`src/rtl/sys_ctrl_burst_pkg.sv`:
```
// Shared definitions for the burst command controller.
// Holds the opcode bytes, the one-hot state encoding, the reset state and the opcode decoder.
package sys_ctrl_burst_pkg;

   localparam logic [7:0] OPC_WRITE   = 8'hAA;
   localparam logic [7:0] OPC_READ    = 8'hBB;
   localparam logic [7:0] OPC_ALU_OP  = 8'hCC;
   localparam logic [7:0] OPC_ALU     = 8'hDD;
   localparam logic [7:0] OPC_BWRITE  = 8'hEE;
   localparam logic [7:0] OPC_BREAD   = 8'hFF;

   typedef enum logic [10:0] {
      IDLE     = 11'h001,
      ADDR     = 11'h002,
      CNT      = 11'h004,
      WDATA    = 11'h008,
      RD_ISSUE = 11'h010,
      RD_WAIT  = 11'h020,
      PUSH     = 11'h040,
      OP_A     = 11'h080,
      OP_B     = 11'h100,
      FUN      = 11'h200,
      ALU_WAIT = 11'h400
   } state_t;

   typedef enum logic [2:0] {
      CMD_BAD,
      CMD_WRITE,
      CMD_READ,
      CMD_BWRITE,
      CMD_BREAD,
      CMD_ALU_OP,
      CMD_ALU
   } cmd_t;

   localparam state_t ST_RESET = IDLE;

   function automatic cmd_t decode_opcode(input logic [7:0] opc);
      cmd_t cmd;
      cmd = CMD_BAD;
      case (opc)
         OPC_WRITE:  cmd = CMD_WRITE;
         OPC_READ:   cmd = CMD_READ;
         OPC_BWRITE: cmd = CMD_BWRITE;
         OPC_BREAD:  cmd = CMD_BREAD;
         OPC_ALU_OP: cmd = CMD_ALU_OP;
         OPC_ALU:    cmd = CMD_ALU;
         default:    cmd = CMD_BAD;
      endcase
      return cmd;
   endfunction

endpackage

```
`src/rtl/sys_ctrl_timeout.sv`:
```
// Idle-cycle watchdog for frames that stall while waiting for input.
// A limit of 0 disables expiry entirely.
module sys_ctrl_timeout #(
   parameter int TIMEOUT_CYCLES = 255
) (
   input  logic CLK,
   input  logic RST,
   input  logic clear,
   input  logic enable,
   output logic expired
);

   localparam int CW = $clog2(TIMEOUT_CYCLES + 2);
   localparam logic [CW-1:0] LIMIT = CW'(TIMEOUT_CYCLES);

   logic [CW-1:0] count;

   // Restart on clear, advance only while enabled, and saturate at the limit.
   always_ff @(posedge CLK or negedge RST) begin
      if (!RST)
         count <= '0;
      else if (clear)
         count <= '0;
      else if (enable && (count != LIMIT))
         count <= count + 1'b1;
   end

   assign expired = (TIMEOUT_CYCLES != 0) && enable && (count == LIMIT);

endmodule

```
`src/rtl/sys_ctrl_burst.sv`:
```
// Command controller: decodes UART frames into register-file reads/writes, bursts and ALU
// operations, and serialises read data or ALU results into the TX FIFO.
module sys_ctrl_burst
   import sys_ctrl_burst_pkg::*;
#(
   parameter int DATA_WIDTH     = 8,
   parameter int ADDR_WIDTH     = 4,
   parameter int FUN_WIDTH      = 4,
   parameter int RES_WIDTH      = 16,
   parameter int TIMEOUT_CYCLES = 255
) (
   input  logic                  CLK,
   input  logic                  RST,
   input  logic [DATA_WIDTH-1:0] RX_P_Data,
   input  logic                  RX_D_VLD,
   input  logic                  FIFO_FULL,
   input  logic [RES_WIDTH-1:0]  ALU_OUT,
   input  logic                  OUT_Valid,
   input  logic [DATA_WIDTH-1:0] RdData,
   input  logic                  RdData_Valid,
   output logic                  WR_INC,
   output logic [DATA_WIDTH-1:0] WrData_FIFO,
   output logic                  ALU_EN,
   output logic [FUN_WIDTH-1:0]  ALU_FUN,
   output logic [ADDR_WIDTH-1:0] Address,
   output logic                  WrEn,
   output logic                  RdEn,
   output logic [DATA_WIDTH-1:0] WrData,
   output logic                  Gate_EN,
   output logic                  clk_div_en,
   output logic                  busy,
   output logic                  cmd_err
);

   localparam logic [DATA_WIDTH-1:0] ONE_BEAT  = DATA_WIDTH'(1);
   localparam logic [DATA_WIDTH-1:0] RES_BYTES = DATA_WIDTH'(RES_WIDTH / DATA_WIDTH);

   state_t                  state, state_next;
   logic [ADDR_WIDTH-1:0]   addr_q, addr_d;
   logic [DATA_WIDTH-1:0]   count_q, count_d;
   logic [RES_WIDTH-1:0]    hold_q, hold_d;
   logic                    burst_q, burst_d;
   logic                    read_q, read_d;
   logic                    alu_q, alu_d;
   logic                    err_d;
   logic                    to_clear, to_enable, to_expired;
   logic [7:0]              rx_byte;

   assign rx_byte    = RX_P_Data[7:0];
   assign clk_div_en = 1'b1;

   assign to_enable = state inside {ADDR, CNT, WDATA, OP_A, OP_B, FUN, RD_WAIT, ALU_WAIT};
   assign to_clear  = RX_D_VLD || (state_next != state);

   sys_ctrl_timeout #(
      .TIMEOUT_CYCLES(TIMEOUT_CYCLES)
   ) u_timeout (
      .CLK    (CLK),
      .RST    (RST),
      .clear  (to_clear),
      .enable (to_enable),
      .expired(to_expired)
   );

   // State, frame context and the registered status flags.
   always_ff @(posedge CLK or negedge RST) begin
      if (!RST) begin
         state   <= ST_RESET;
         addr_q  <= '0;
         count_q <= '0;
         hold_q  <= '0;
         burst_q <= 1'b0;
         read_q  <= 1'b0;
         alu_q   <= 1'b0;
         busy    <= 1'b0;
         cmd_err <= 1'b0;
      end else begin
         state   <= state_next;
         addr_q  <= addr_d;
         count_q <= count_d;
         hold_q  <= hold_d;
         burst_q <= burst_d;
         read_q  <= read_d;
         alu_q   <= alu_d;
         busy    <= (state_next != IDLE);
         cmd_err <= err_d;
      end
   end

   // Frame sequencing and strobes; bytes arriving in non-receiving states are dropped.
   always_comb begin
      state_next  = state;
      addr_d      = addr_q;
      count_d     = count_q;
      hold_d      = hold_q;
      burst_d     = burst_q;
      read_d      = read_q;
      alu_d       = alu_q;
      err_d       = 1'b0;
      WR_INC      = 1'b0;
      WrData_FIFO = '0;
      ALU_EN      = 1'b0;
      ALU_FUN     = '0;
      Address     = '0;
      WrEn        = 1'b0;
      RdEn        = 1'b0;
      WrData      = '0;
      Gate_EN     = 1'b0;
      unique case (state)
         IDLE: begin
            if (RX_D_VLD) begin
               burst_d = 1'b0;
               read_d  = 1'b0;
               alu_d   = 1'b0;
               case (decode_opcode(rx_byte))
                  CMD_WRITE:  state_next = ADDR;
                  CMD_READ:   begin read_d = 1'b1; state_next = ADDR; end
                  CMD_BWRITE: begin burst_d = 1'b1; state_next = ADDR; end
                  CMD_BREAD:  begin burst_d = 1'b1; read_d = 1'b1; state_next = ADDR; end
                  CMD_ALU_OP: state_next = OP_A;
                  CMD_ALU:    state_next = FUN;
                  default:    err_d = 1'b1;
               endcase
            end
         end
         ADDR: begin
            if (RX_D_VLD) begin
               addr_d  = RX_P_Data[ADDR_WIDTH-1:0];
               count_d = ONE_BEAT;
               if (burst_q)     state_next = CNT;
               else if (read_q) state_next = RD_ISSUE;
               else             state_next = WDATA;
            end else if (to_expired) begin
               err_d      = 1'b1;
               state_next = IDLE;
            end
         end
         CNT: begin
            if (RX_D_VLD) begin
               if (RX_P_Data == '0) begin
                  err_d      = 1'b1;
                  state_next = IDLE;
               end else begin
                  count_d    = RX_P_Data;
                  state_next = read_q ? RD_ISSUE : WDATA;
               end
            end else if (to_expired) begin
               err_d      = 1'b1;
               state_next = IDLE;
            end
         end
         WDATA: begin
            if (RX_D_VLD) begin
               WrEn    = 1'b1;
               Address = addr_q;
               WrData  = RX_P_Data;
               addr_d  = addr_q + 1'b1;
               count_d = count_q - 1'b1;
               if (count_q == ONE_BEAT) state_next = IDLE;
            end else if (to_expired) begin
               err_d      = 1'b1;
               state_next = IDLE;
            end
         end
         RD_ISSUE: begin
            RdEn       = 1'b1;
            Address    = addr_q;
            state_next = RD_WAIT;
         end
         RD_WAIT: begin
            if (RdData_Valid) begin
               hold_d     = RES_WIDTH'(RdData);
               state_next = PUSH;
            end else if (to_expired) begin
               err_d      = 1'b1;
               state_next = IDLE;
            end
         end
         PUSH: begin
            Gate_EN     = alu_q;
            WrData_FIFO = hold_q[DATA_WIDTH-1:0];
            if (!FIFO_FULL) begin
               WR_INC  = 1'b1;
               count_d = count_q - 1'b1;
               if (alu_q) hold_d = hold_q >> DATA_WIDTH;
               if (count_q == ONE_BEAT) begin
                  state_next = IDLE;
               end else if (!alu_q) begin
                  addr_d     = addr_q + 1'b1;
                  state_next = RD_ISSUE;
               end
            end
         end
         OP_A: begin
            if (RX_D_VLD) begin
               WrEn       = 1'b1;
               Address    = '0;
               WrData     = RX_P_Data;
               state_next = OP_B;
            end else if (to_expired) begin
               err_d      = 1'b1;
               state_next = IDLE;
            end
         end
         OP_B: begin
            if (RX_D_VLD) begin
               WrEn       = 1'b1;
               Address    = ADDR_WIDTH'(1);
               WrData     = RX_P_Data;
               state_next = FUN;
            end else if (to_expired) begin
               err_d      = 1'b1;
               state_next = IDLE;
            end
         end
         FUN: begin
            Gate_EN = 1'b1;
            if (RX_D_VLD) begin
               ALU_EN     = 1'b1;
               ALU_FUN    = RX_P_Data[FUN_WIDTH-1:0];
               state_next = ALU_WAIT;
            end else if (to_expired) begin
               err_d      = 1'b1;
               state_next = IDLE;
            end
         end
         ALU_WAIT: begin
            Gate_EN = 1'b1;
            if (OUT_Valid) begin
               hold_d     = ALU_OUT;
               count_d    = RES_BYTES;
               alu_d      = 1'b1;
               state_next = PUSH;
            end else if (to_expired) begin
               err_d      = 1'b1;
               state_next = IDLE;
            end
         end
         default: state_next = IDLE;
      endcase
   end

endmodule

```
`config.mk`:
```
export PLATFORM = sky130hd
export DESIGN_NAME = sys_ctrl_burst
export DESIGN_NICKNAME = d
export VERILOG_FILES = /design/src/rtl/sys_ctrl_burst_pkg.sv /design/src/rtl/sys_ctrl_timeout.sv /design/src/rtl/sys_ctrl_burst.sv
export SDC_FILE = /design/constraint.sdc
export NUM_CORES = 1
export LEC_CHECK = 0
export BUFFER_PORTS_ARGS = -buffer_cell sky130_fd_sc_hd__buf_4
export CORE_MARGIN = 3
export CORE_UTILIZATION = 60
export CTS_BUF_LIST = sky130_fd_sc_hd__clkbuf_2 sky130_fd_sc_hd__clkbuf_4 sky130_fd_sc_hd__clkbuf_8
export DETAILED_ROUTE_END_ITERATION = 6
export PLACE_DENSITY = 0.85
export SLEW_MARGIN = 0
export SYNTH_ARGS = -nofsm -noshare
export SYNTH_HDL_FRONTEND = slang
export SYNTH_SLANG_ARGS = --single-unit
```
`constraint.sdc`:
```
create_clock -name CLK -period 5.6 [get_ports CLK]
set_input_delay 0.56 -clock CLK [delete_from_list [all_inputs] [get_ports CLK]]
set_output_delay 0.56 -clock CLK [all_outputs]
set_load 0.01 [all_outputs]
```
==> flow_summary.ini, run 1 <==
[clock_tree]
cts_h_tree_depth = 2
cts_inserted_buffers = 5
post-cts-setup-buffers = 0
clock_sink_count = 53
clk_root_buffer_cell = sky130_fd_sc_hd__clkbuf_8
worst_setup_hold_path_clk_slew_ps = 100
hold_buffers = 0
clock_insertion_delay_worst_skew_ps = 310
clk_path_buf_depth = 2
cts_repair_resize_count = 0
clock_tree_from_tritoncts = done

[sta]
fmaxAchievable_ghz = 0.283
report.final.hold_viol_count = 0
min_period_over_period = 0.632
timing.slew.headroom = 0.346
fin_crit_ps = 3540
worstMarginPinSlew_ps = 974
setup_viol_count_final = 0
rsz0062_at_grt = false
fin_skew_ps = 6.49
setup_tns_ps = 0
final_max_slew_viol_count = 0

[synthesis]
synth_area_per_cell_um2 = 8.36
synth-main-ff-cell = sky130_fd_sc_hd__dfrtp_1
synth_warnings = 0
synthTopCellsByCount = sky130_fd_sc_hd__nand2_1 (61), sky130_fd_sc_hd__dfrtp_1 (52), sky130_fd_sc_hd__o21ai_0 (40), sky130_fd_sc_hd__nor2_1 (36), sky130_fd_sc_hd__and2_1 (25)
yosysSeqAreaShare = 0.343
synth_edf_count = 0
flop_and_latch_count_out_of_synthesis = 53
synth_top_cells_by_area = sky130_fd_sc_hd__dfrtp_1 (34%), sky130_fd_sc_hd__nand2_1 (5.9%), sky130_fd_sc_hd__o21ai_0 (5.2%)
synth.most_common_cell = sky130_fd_sc_hd__nand2_1
postSynth.asyncResetShare = 1.00
synth_largest_area_cell = sky130_fd_sc_hd__dfrtp_1
synth.net_count = 506
post_synth_instance_area_mm2 = 0.00387
share_of_the_synthesized_area_in_the_top_cell_type = 0.336
synthesized_instance_count = 463
post_synth_num_cell_types = 71

[critical_path]
critical_path_peak_fanout = 20
timing.reg2reg.setup_slack_ps = 2400
worst-endpoint-required_ps = 5040
critical_path_arrival_ps = 2980
start_kind = register
timing.critical_path.to_type = output port
crit_type = reg -> out

[layout]
finalNonFillerCells = 583
post_route_cells_drive_above_1_share = 0.193
fin_nets = 550
num-fill-cells = 482
num_antenna_cells = 0
multi_input_area_mm2 = 0.00230
register_area_mm2 = 0.00133
flow.area_growth_from_synthesis_pct = 13.4

[global_route]
first_global_vias = 3475
grtUsageTotal = 0.291
grt_first_pass_wirelength_mm = 17.3
antenna_found_initial = 0
grt_overflow_total = 0
largest_net_degree_at_the_start_of_global_routing = 54

[detailed_routing]
avgRoutedWirePerCell_um = 18.5
detail_route.first_pass.iterations = 7
wire_length_reported_by_the_detailed_router_mm = 10.8
vias_per_cell = 6.55
drt.antenna.violating_nets = 0
starting_drc_count_in_detailed_routing = 417
total_number_of_vias = 3818
drc_errors = 0

[die]
fp.dieArea_mm2 = 0.00745
initial_core_util = 0.635
die_w_um = 86.3
core_mm2 = 0.00610
ios = 70
placementRows = 28
floorplan.die.height_um = 86.3

[run]
timing.max_cap.violations = 0

[power]
vdd_ir_drop_max_v = 0.000167
pwr_density_cell_mw_per_mm2 = 232
p_leak_nw = 1.97

[run_status]
status = completed

[place]
io_buffer_count = 68
dp.cells = 575
final_estimated_routing_congestion_in_global_placement = 0.968
hpwl_after_dpl_mm = 7.96

[min_path]
hold_path.class = in -> async
[per-layer routing]
metal	wire (µm)	global-route usage	up-vias
met1	4460	0.408	1772
met4	420	0.119	0
met5	0	0	-
li1	-	-	1771
met2	4900	0.445	229
met3	1030	0.0513	46
[worst max-delay path, cell delays in order, from the launching register on]
cell	delay (ps)
sky130_fd_sc_hd__dfrtp_1	550
sky130_fd_sc_hd__nor4_4	910
sky130_fd_sc_hd__nand2_1	220
sky130_fd_sc_hd__nor4_1	630
sky130_fd_sc_hd__and2_1	230
sky130_fd_sc_hd__buf_4	120
[logic make-up after synthesis]
| family | synth area share |
|---|---|
| flip-flops | 0.343 |
| XOR/XNOR | 0.0339 |
| AO/OA/AOI/OAI | 0.246 |
| AND/OR/NAND/NOR | 0.293 |
| adder cells (fa/ha/maj) | 0.0162 |
| other | 0.000969 |
| buffers and inverters | 0.0621 |
| multiplexers | 0.00517 |
[cell type report]
type	instances	area share
clock buffers	6	0.0174
clock inverters	2	0.00883
inverters	9	0.00769
multi-input cells	369	0.525
flip-flops and latches	53	0.302
well taps	75	0.0214
repair buffers	69	0.118
[flip-flops by register name, summed over array words and instances, names as in the netlist]
name and cells:
addr_q 4, cmd_err 1, hold_q 16, busy 1, count_q 8, read_q 1
burst_q 1, alu_q 1, state 11, u_timeout.count 9
[layout by cell type, fill, tap and decap left out, types with 3 or more instances in the layout]
master and instances:
sky130_fd_sc_hd__a22oi_1 4, sky130_fd_sc_hd__buf_4 69, sky130_fd_sc_hd__clkbuf_8 5, sky130_fd_sc_hd__xor2_1 10, sky130_fd_sc_hd__nor2_1 36, sky130_fd_sc_hd__o21ai_0 40
sky130_fd_sc_hd__and3_1 6, sky130_fd_sc_hd__xnor2_1 5, sky130_fd_sc_hd__and2_1 25, sky130_fd_sc_hd__ha_1 5, sky130_fd_sc_hd__nor4_1 6, sky130_fd_sc_hd__nand4_1 17
sky130_fd_sc_hd__or3_1 3, sky130_fd_sc_hd__dfrtp_1 52, sky130_fd_sc_hd__o21ai_1 9, sky130_fd_sc_hd__nor4b_1 3, sky130_fd_sc_hd__a211o_1 3, sky130_fd_sc_hd__a22o_1 10
sky130_fd_sc_hd__o41ai_1 4, sky130_fd_sc_hd__and4_1 5, sky130_fd_sc_hd__nand3_1 17, sky130_fd_sc_hd__a21o_1 6, sky130_fd_sc_hd__nor3_1 9, sky130_fd_sc_hd__o31ai_1 4
sky130_fd_sc_hd__a31oi_1 4, sky130_fd_sc_hd__nor2b_1 7, sky130_fd_sc_hd__inv_1 9, sky130_fd_sc_hd__nand2_1 61, sky130_fd_sc_hd__a21oi_1 24
[worst paths after layout]
path | start | end | cells past startpoint
max | state[7] | ALU_FUN[3] | 5
min | RST | u_timeout.count[0] | 1
max reg2reg | state[10] | count_q[1] | 7
min reg2reg | hold_q[6] | hold_q[6] | 2
max in group asynchronous | RST | addr_q[3] | 1
min in group CLK | hold_q[6] | hold_q[6] | 2
[stage by stage]
| step | setup slack (ps) | cell area (µm²) | util | hold WS [ps] | power [mW] |
|---|---|---|---|---|---|
| 6_report | 2060 | 4390 | 0.720 | 278 | 1.02 |
| 5_1_grt | 1800 | 4390 | 0.720 | 330 | 1.07 |
| 4_1_cts | 2120 | 4390 | 0.720 | 301 | 1.01 |
| 3_5_place_dp | 2470 | 4280 | 0.702 | 462 | 0.745 |
| 3_3_place_gp | 2580 | 4280 | 0.702 | 453 | 0.738 |
| 2_1_floorplan | 3010 | 3870 | - | 264 | 0.651 |
[power breakdown]
group | internal (mW) | leakage [nW] | switching, mW
combinational | 0.109 | 1.19 | 0.184
clock | 0.139 | 0.0588 | 0.133
sequential | 0.413 | 0.724 | 0.0423
No activity file was read; power rests on OpenSTA's default activity.
==> run 2: changes to the inputs <==
--- a/config.mk
+++ b/config.mk
@@ -7,10 +7,10 @@
 export LEC_CHECK = 0
 export BUFFER_PORTS_ARGS = -buffer_cell sky130_fd_sc_hd__buf_4
 export CORE_MARGIN = 3
-export CORE_UTILIZATION = 60
+export CORE_UTILIZATION = 58
 export CTS_BUF_LIST = sky130_fd_sc_hd__clkbuf_2 sky130_fd_sc_hd__clkbuf_4 sky130_fd_sc_hd__clkbuf_8
 export DETAILED_ROUTE_END_ITERATION = 6
-export PLACE_DENSITY = 0.85
+export PLACE_DENSITY = 0.83
 export SLEW_MARGIN = 0
 export SYNTH_ARGS = -nofsm -noshare
 export SYNTH_HDL_FRONTEND = slang
==> constraint.sdc (replaced) <==
create_clock -name CLK -period 3.5 [get_ports CLK]
set_input_delay 0.35 -clock CLK [delete_from_list [all_inputs] [get_ports CLK]]
set_output_delay 0.35 -clock CLK [all_outputs]
set_load 0.01 [all_outputs]
==> run 2 against run 1 <==
Flip-flop and latch count stayed put. Routed wire length is 1.8% higher. Clock power is 35% higher. Hold slack worse by 210 ps. Largest cell class unchanged.
==> flow_summary.ini, run 2 (same netlist as run 1, synthesis figures left out) <==
[power]
netSwitchingFraction = 0.372
power.share.combinational = 0.307
post-layout-total-power_mw = 1.58
clockPowerShare = 0.233
power_frac_seq = 0.460
p_leak_nw = 2.04
internal_power_mw = 0.990
pwr_density_cell_mw_per_mm2 = 351
switching_power_mw = 0.587
vdd_ir_drop_max_v = 0.000249

[critical_path]
worst_path_dominant_cell_family = simple AND/OR/NAND/NOR gates
critical_path.cell_chain = nor3_2 > nand3_1 > a21oi_1 > and2_1 > buf_4
critical_path.n_buffers_inverters = 1
timing.critical_path.to_type = output port
cpPeakStageDelay_ps = 730
worst-endpoint-required_ps = 3150
critical_path_arrival_ps = 2850
critPathSlowestCell = sky130_fd_sc_hd__nor3_2
start_kind = register
crit_type = reg -> out
critical_path_peak_fanout = 15

[clock_tree]
cts_h_tree_depth = 2
hold_buffers = 0
post-cts-setup-buffers = 0
clk_root_buffer_cell = sky130_fd_sc_hd__clkbuf_8
cts_repair_resize_count = 0
clock_tree_from_tritoncts = done
clock_insertion_delay_worst_skew_ps = 320
cts_inserted_buffers = 5
worst_setup_hold_path_clk_slew_ps = 100
clock_sink_count = 53
clk_path_buf_depth = 2

[layout]
final_common_cell = sky130_fd_sc_hd__buf_4
registers_with_the_highest_flip_flop_counts = hold_q: 16 flops, state: 11 flops, u_timeout.count: 9 flops
post_route_cells_drive_above_1_share = 0.219
regMostFlops = hold_q
fin_nets = 567
largest_register_ffs = 16
num-fill-cells = 512
flow.area_growth_from_synthesis_pct = 16.2
layout.core_utilization = 0.700
mostFrequentLayoutCells = sky130_fd_sc_hd__buf_4 (86), sky130_fd_sc_hd__nand2_1 (61), sky130_fd_sc_hd__dfrtp_1 (52), sky130_fd_sc_hd__o21ai_0 (40), sky130_fd_sc_hd__nor2_1 (36)
num_antenna_cells = 0

[detailed_routing]
detail_route.first_pass.iterations = 6
starting_drc_count_in_detailed_routing = 384
avgRoutedWirePerCell_um = 18.3
wire_length_reported_by_the_detailed_router_mm = 11.0
drc_errors = 0
drt.antenna.violating_nets = 0
vias_per_cell = 6.49
total_number_of_vias = 3906

[sta]
setup_viol_count_final = 0
fin_hold_ws_ps = 65.3
final_max_slew_viol_count = 0
setup_tns_ps = 0
rsz0062_at_grt = false
fin_skew_ps = 8.40
timing.slew.headroom = 0.304
fin_crit_ps = 3200
worstMarginPinSlew_ps = 1030
report.final.hold_viol_count = 0
min_period_over_period = 0.914
fmaxAchievable_ghz = 0.312

[die]
ios = 70
core_mm2 = 0.00642
fp.dieArea_mm2 = 0.00769
initial_core_util = 0.603
floorplan.die.height_um = 87.7
placementRows = 29
die_w_um = 87.7

[global_route]
largest_net_degree_at_the_start_of_global_routing = 54
grt_first_pass_wirelength_mm = 17.6
grtUsageTotal = 0.292
first_global_vias = 3546
grt_overflow_total = 0
antenna_found_initial = 0

[place]
hpwl_after_dpl_mm = 8.16
io_buffer_count = 68
final_estimated_routing_congestion_in_global_placement = 1.08

[run]
timing.max_cap.violations = 0

[min_path]
hold_path.class = in -> async

[run_status]
status = completed
run 2: changes by cell type in the layout (fill, tap and decap cells not counted), sizes merged:
cell | before | now
buf | 69 | 86
clkinvlp | 0 | 1
inv | 9 | 10
clkbuf | 6 | 5
bufinv | 1 | 0
run 2: final cells by class:
class | instances | area (µm²) | share of cell area
clock inverter | 3 | 21.3 | 0.00473
sequential | 53 | 1330 | 0.295
inverter | 9 | 33.8 | 0.00751
timing repair buffer | 86 | 646 | 0.144
tap | 77 | 96.3 | 0.0214
multi-input combinational | 369 | 2300 | 0.512
clock buffer | 5 | 68.8 | 0.0153
run 2: path summary, 6_finish.rpt:
| check | cells past startpoint | start | slack (ps) | endpoint |
|---|---|---|---|---|
| hold reg to reg | 2 | hold_q[4] | 490 | hold_q[4] |
| setup / recovery | 5 | state[8] | 300 | WrData[2] |
| max in group asynchronous | 1 | RST | 2960 | count_q[1] |
| hold / removal | 1 | RST | 70 | u_timeout.count[4] |
| min in group CLK | 3 | ALU_OUT[9] | 270 | hold_q[9] |
| setup reg to reg | 7 | state[8] | 530 | count_q[1] |
run 2: per-stage QoR:
stage / instance area [µm²] / cells / setup WS (ps)
final: 4500 / 602 / 300
after floorplan: 3870 / 463 / 1040
after CTS: 4450 / 596 / 206
after global placement: 4360 / 588 / 581
after detailed placement: 4360 / 588 / 534
after global routing: 4500 / 602 / 107
run 2: power by group through the flow:
| stage | Clock (mW) | Sequential (mW) | Combinational [mW] |
|---|---|---|---|
| after floorplan | 0 | 0.709 | 0.332 |
| after global placement | 0 | 0.731 | 0.469 |
| after detailed placement | 0 | 0.734 | 0.468 |
| after CTS | 0.375 | 0.722 | 0.470 |
| after global routing | 0.392 | 0.730 | 0.533 |
| final | 0.367 | 0.726 | 0.485 |
run 2: layer usage:
| layer | track usage | part of all wire |
|---|---|---|
| met5 | 0 | 0 |
| met3 | 0.0659 | 0.092 |
| met1 | 0.390 | 0.41 |
| met2 | 0.450 | 0.46 |
| met4 | 0.134 | 0.038 |
==> run 3: changes to the inputs <==
--- a/config.mk
+++ b/config.mk
@@ -6,10 +6,12 @@
 export NUM_CORES = 1
 export LEC_CHECK = 0
 export BUFFER_PORTS_ARGS = -buffer_cell sky130_fd_sc_hd__buf_4
+export CORE_ASPECT_RATIO = 1.4
 export CORE_MARGIN = 3
 export CORE_UTILIZATION = 58
 export CTS_BUF_LIST = sky130_fd_sc_hd__clkbuf_2 sky130_fd_sc_hd__clkbuf_4 sky130_fd_sc_hd__clkbuf_8
 export DETAILED_ROUTE_END_ITERATION = 6
+export HOLD_SLACK_MARGIN = 0.15
 export PLACE_DENSITY = 0.83
 export SLEW_MARGIN = 0
 export SYNTH_ARGS = -nofsm -noshare
==> run 3 against run 2 <==
Routed wire length shrank 2.2%. Die area grew 0.18%. Total power shrank 1.7%. Clock skew grew 0.67 ps. Cell count shrank 2.2%.
==> flow_summary.ini, run 3 (same netlist as run 1, synthesis figures left out) <==
[critical_path]
cpPeakStageDelay_ps = 690
critical_path.cell_chain = nor4_4 > nand4_1 > a21oi_1 > and2_1 > buf_4
timing.critical_path.to_type = output port
start_kind = register
crit_type = reg -> out
reg2reg_to = count_q[1]
timing.reg2reg.worst_path_depth = 7
critPathSlowestCell = sky130_fd_sc_hd__nor4_4
timing.reg2reg.setup_slack_ps = 630
worst-endpoint-required_ps = 3150
critical_path_peak_fanout = 13
crit-reg2reg-launch = state[7]
critical_path_arrival_ps = 2810

[power]
switching_power_mw = 0.562
power_frac_seq = 0.469
power.share.combinational = 0.301
internal_power_mw = 0.989
p_leak_nw = 2.00
vdd_ir_drop_max_v = 0.000197
pwr_density_cell_mw_per_mm2 = 350
clockPowerShare = 0.230
netSwitchingFraction = 0.362

[die]
initial_core_util = 0.611
fp.dieArea_mm2 = 0.00770
ios = 70
die_w_um = 75.0
placementRows = 34
core_mm2 = 0.00634
floorplan.die.height_um = 103

[detailed_routing]
wire_length_reported_by_the_detailed_router_mm = 10.8
detail_route.first_pass.iterations = 5
drt.antenna.violating_nets = 0
starting_drc_count_in_detailed_routing = 301
total_number_of_vias = 3765
avgRoutedWirePerCell_um = 18.3
drc_errors = 0
vias_per_cell = 6.39

[global_route]
first_global_vias = 3742
antenna_found_initial = 0
grtUsageTotal = 0.301
grt_overflow_total = 0
grt_first_pass_wirelength_mm = 18.0
largest_net_degree_at_the_start_of_global_routing = 54

[clock_tree]
clock_insertion_delay_worst_skew_ps = 310
cts_inserted_buffers = 5
cts_h_tree_depth = 2
clock_tree_from_tritoncts = done
post-cts-setup-buffers = 0
worst_setup_hold_path_clk_slew_ps = 100
cts_repair_resize_count = 0
clk_root_buffer_cell = sky130_fd_sc_hd__clkbuf_8
clock_sink_count = 53
clk_path_buf_depth = 2

[run]
timing.max_cap.violations = 0

[place]
final_estimated_routing_congestion_in_global_placement = 1.03
hpwl_after_dpl_mm = 8.21
io_buffer_count = 68

[sta]
fin_crit_ps = 3160
fmaxAchievable_ghz = 0.316
setup_tns_ps = 0
min_period_over_period = 0.904
final_max_slew_viol_count = 0
setup_viol_count_final = 0
rsz0062_at_grt = false
fin_skew_ps = 9.06
timing.slew.headroom = 0.537
fin_hold_ws_ps = 273
report.final.hold_viol_count = 0
worstMarginPinSlew_ps = 689

[layout]
mostFrequentLayoutCells = sky130_fd_sc_hd__buf_4 (77), sky130_fd_sc_hd__nand2_1 (61), sky130_fd_sc_hd__dfrtp_1 (52), sky130_fd_sc_hd__o21ai_0 (40), sky130_fd_sc_hd__nor2_1 (36)
layout.core_utilization = 0.700
regMostFlops = hold_q
registers_with_the_highest_flip_flop_counts = hold_q: 16 flops, state: 11 flops, u_timeout.count: 9 flops
post_route_cells_drive_above_1_share = 0.205
fin_nets = 559
final_common_cell = sky130_fd_sc_hd__buf_4
flow.area_growth_from_synthesis_pct = 14.6
num_antenna_cells = 0
largest_register_ffs = 16

[min_path]
hold_start = ALU_OUT[12]
hold_path.class = in -> reg
min_path_cells = 3
timing.hold.worst_endpoint = hold_q[12]

[run_status]
status = completed
## run 3: stage by stage
stage / setup slack [ps] / total power, mW / cell area (µm²) / std cells
after floorplan: 1040 / 1.04 / 3870 / 463
after global placement: 701 / 1.20 / 4330 / 580
after detailed placement: 719 / 1.20 / 4330 / 580
after CTS: 392 / 1.56 / 4440 / 589
after global routing: 131 / 1.65 / 4440 / 589
final: 337 / 1.55 / 4440 / 589
## run 3: worst max-delay path by stage
| stage | from | endpoint |
|---|---|---|
| after floorplan | u_timeout.count[0] | u_timeout.count[8] |
| after global placement | state[2] | u_timeout.count[8] |
| after detailed placement | state[7] | count_q[1] |
| after CTS | state[2] | WrData[0] |
| after global routing | state[6] | WrData[0] |
| final | state[2] | WrData[0] |
## run 3: per-layer routing
| layer | vias up | wire length (µm) | track usage |
|---|---|---|---|
| met2 | 145 | 5360 | 0.496 |
| li1 | 1784 | - | - |
| met5 | - | 0 | 0 |
| met3 | 38 | 566 | 0.0361 |
| met4 | 0 | 510 | 0.153 |
| met1 | 1798 | 4320 | 0.382 |
## run 3: timing repair
action / 4_1_cts / 5_1_grt
setup endpoints to repair: 0 / 0
hold endpoints to repair: 52 / 0
hold buffers: 1 / 0
## run 3: power by group through the flow
stage	clock network, mW	registers, mW	logic, mW
after floorplan	0	0.709	0.332
after detailed placement	0	0.738	0.460
after global routing	0.392	0.735	0.526
after global placement	0	0.736	0.459
after CTS	0.365	0.726	0.465
final	0.357	0.727	0.467
## run 3: final cells by class
type	count	area (µm²)
clock buffer	6	76.3
clock inverter	2	16.3
fill	514	1900
inverter	9	33.8
multi-input combinational	369	2300
sequential	53	1330
tap	72	90.1
timing repair buffer	78	588
## run 3: critical path: cells and delay by family (launching register included)
kind | cells | cell delay [ps]
flip-flops | 1 | 540
buffers and inverters | 1 | 120
AO/OA/AOI/OAI | 1 | 600
AND/OR/NAND/NOR | 3 | 1240
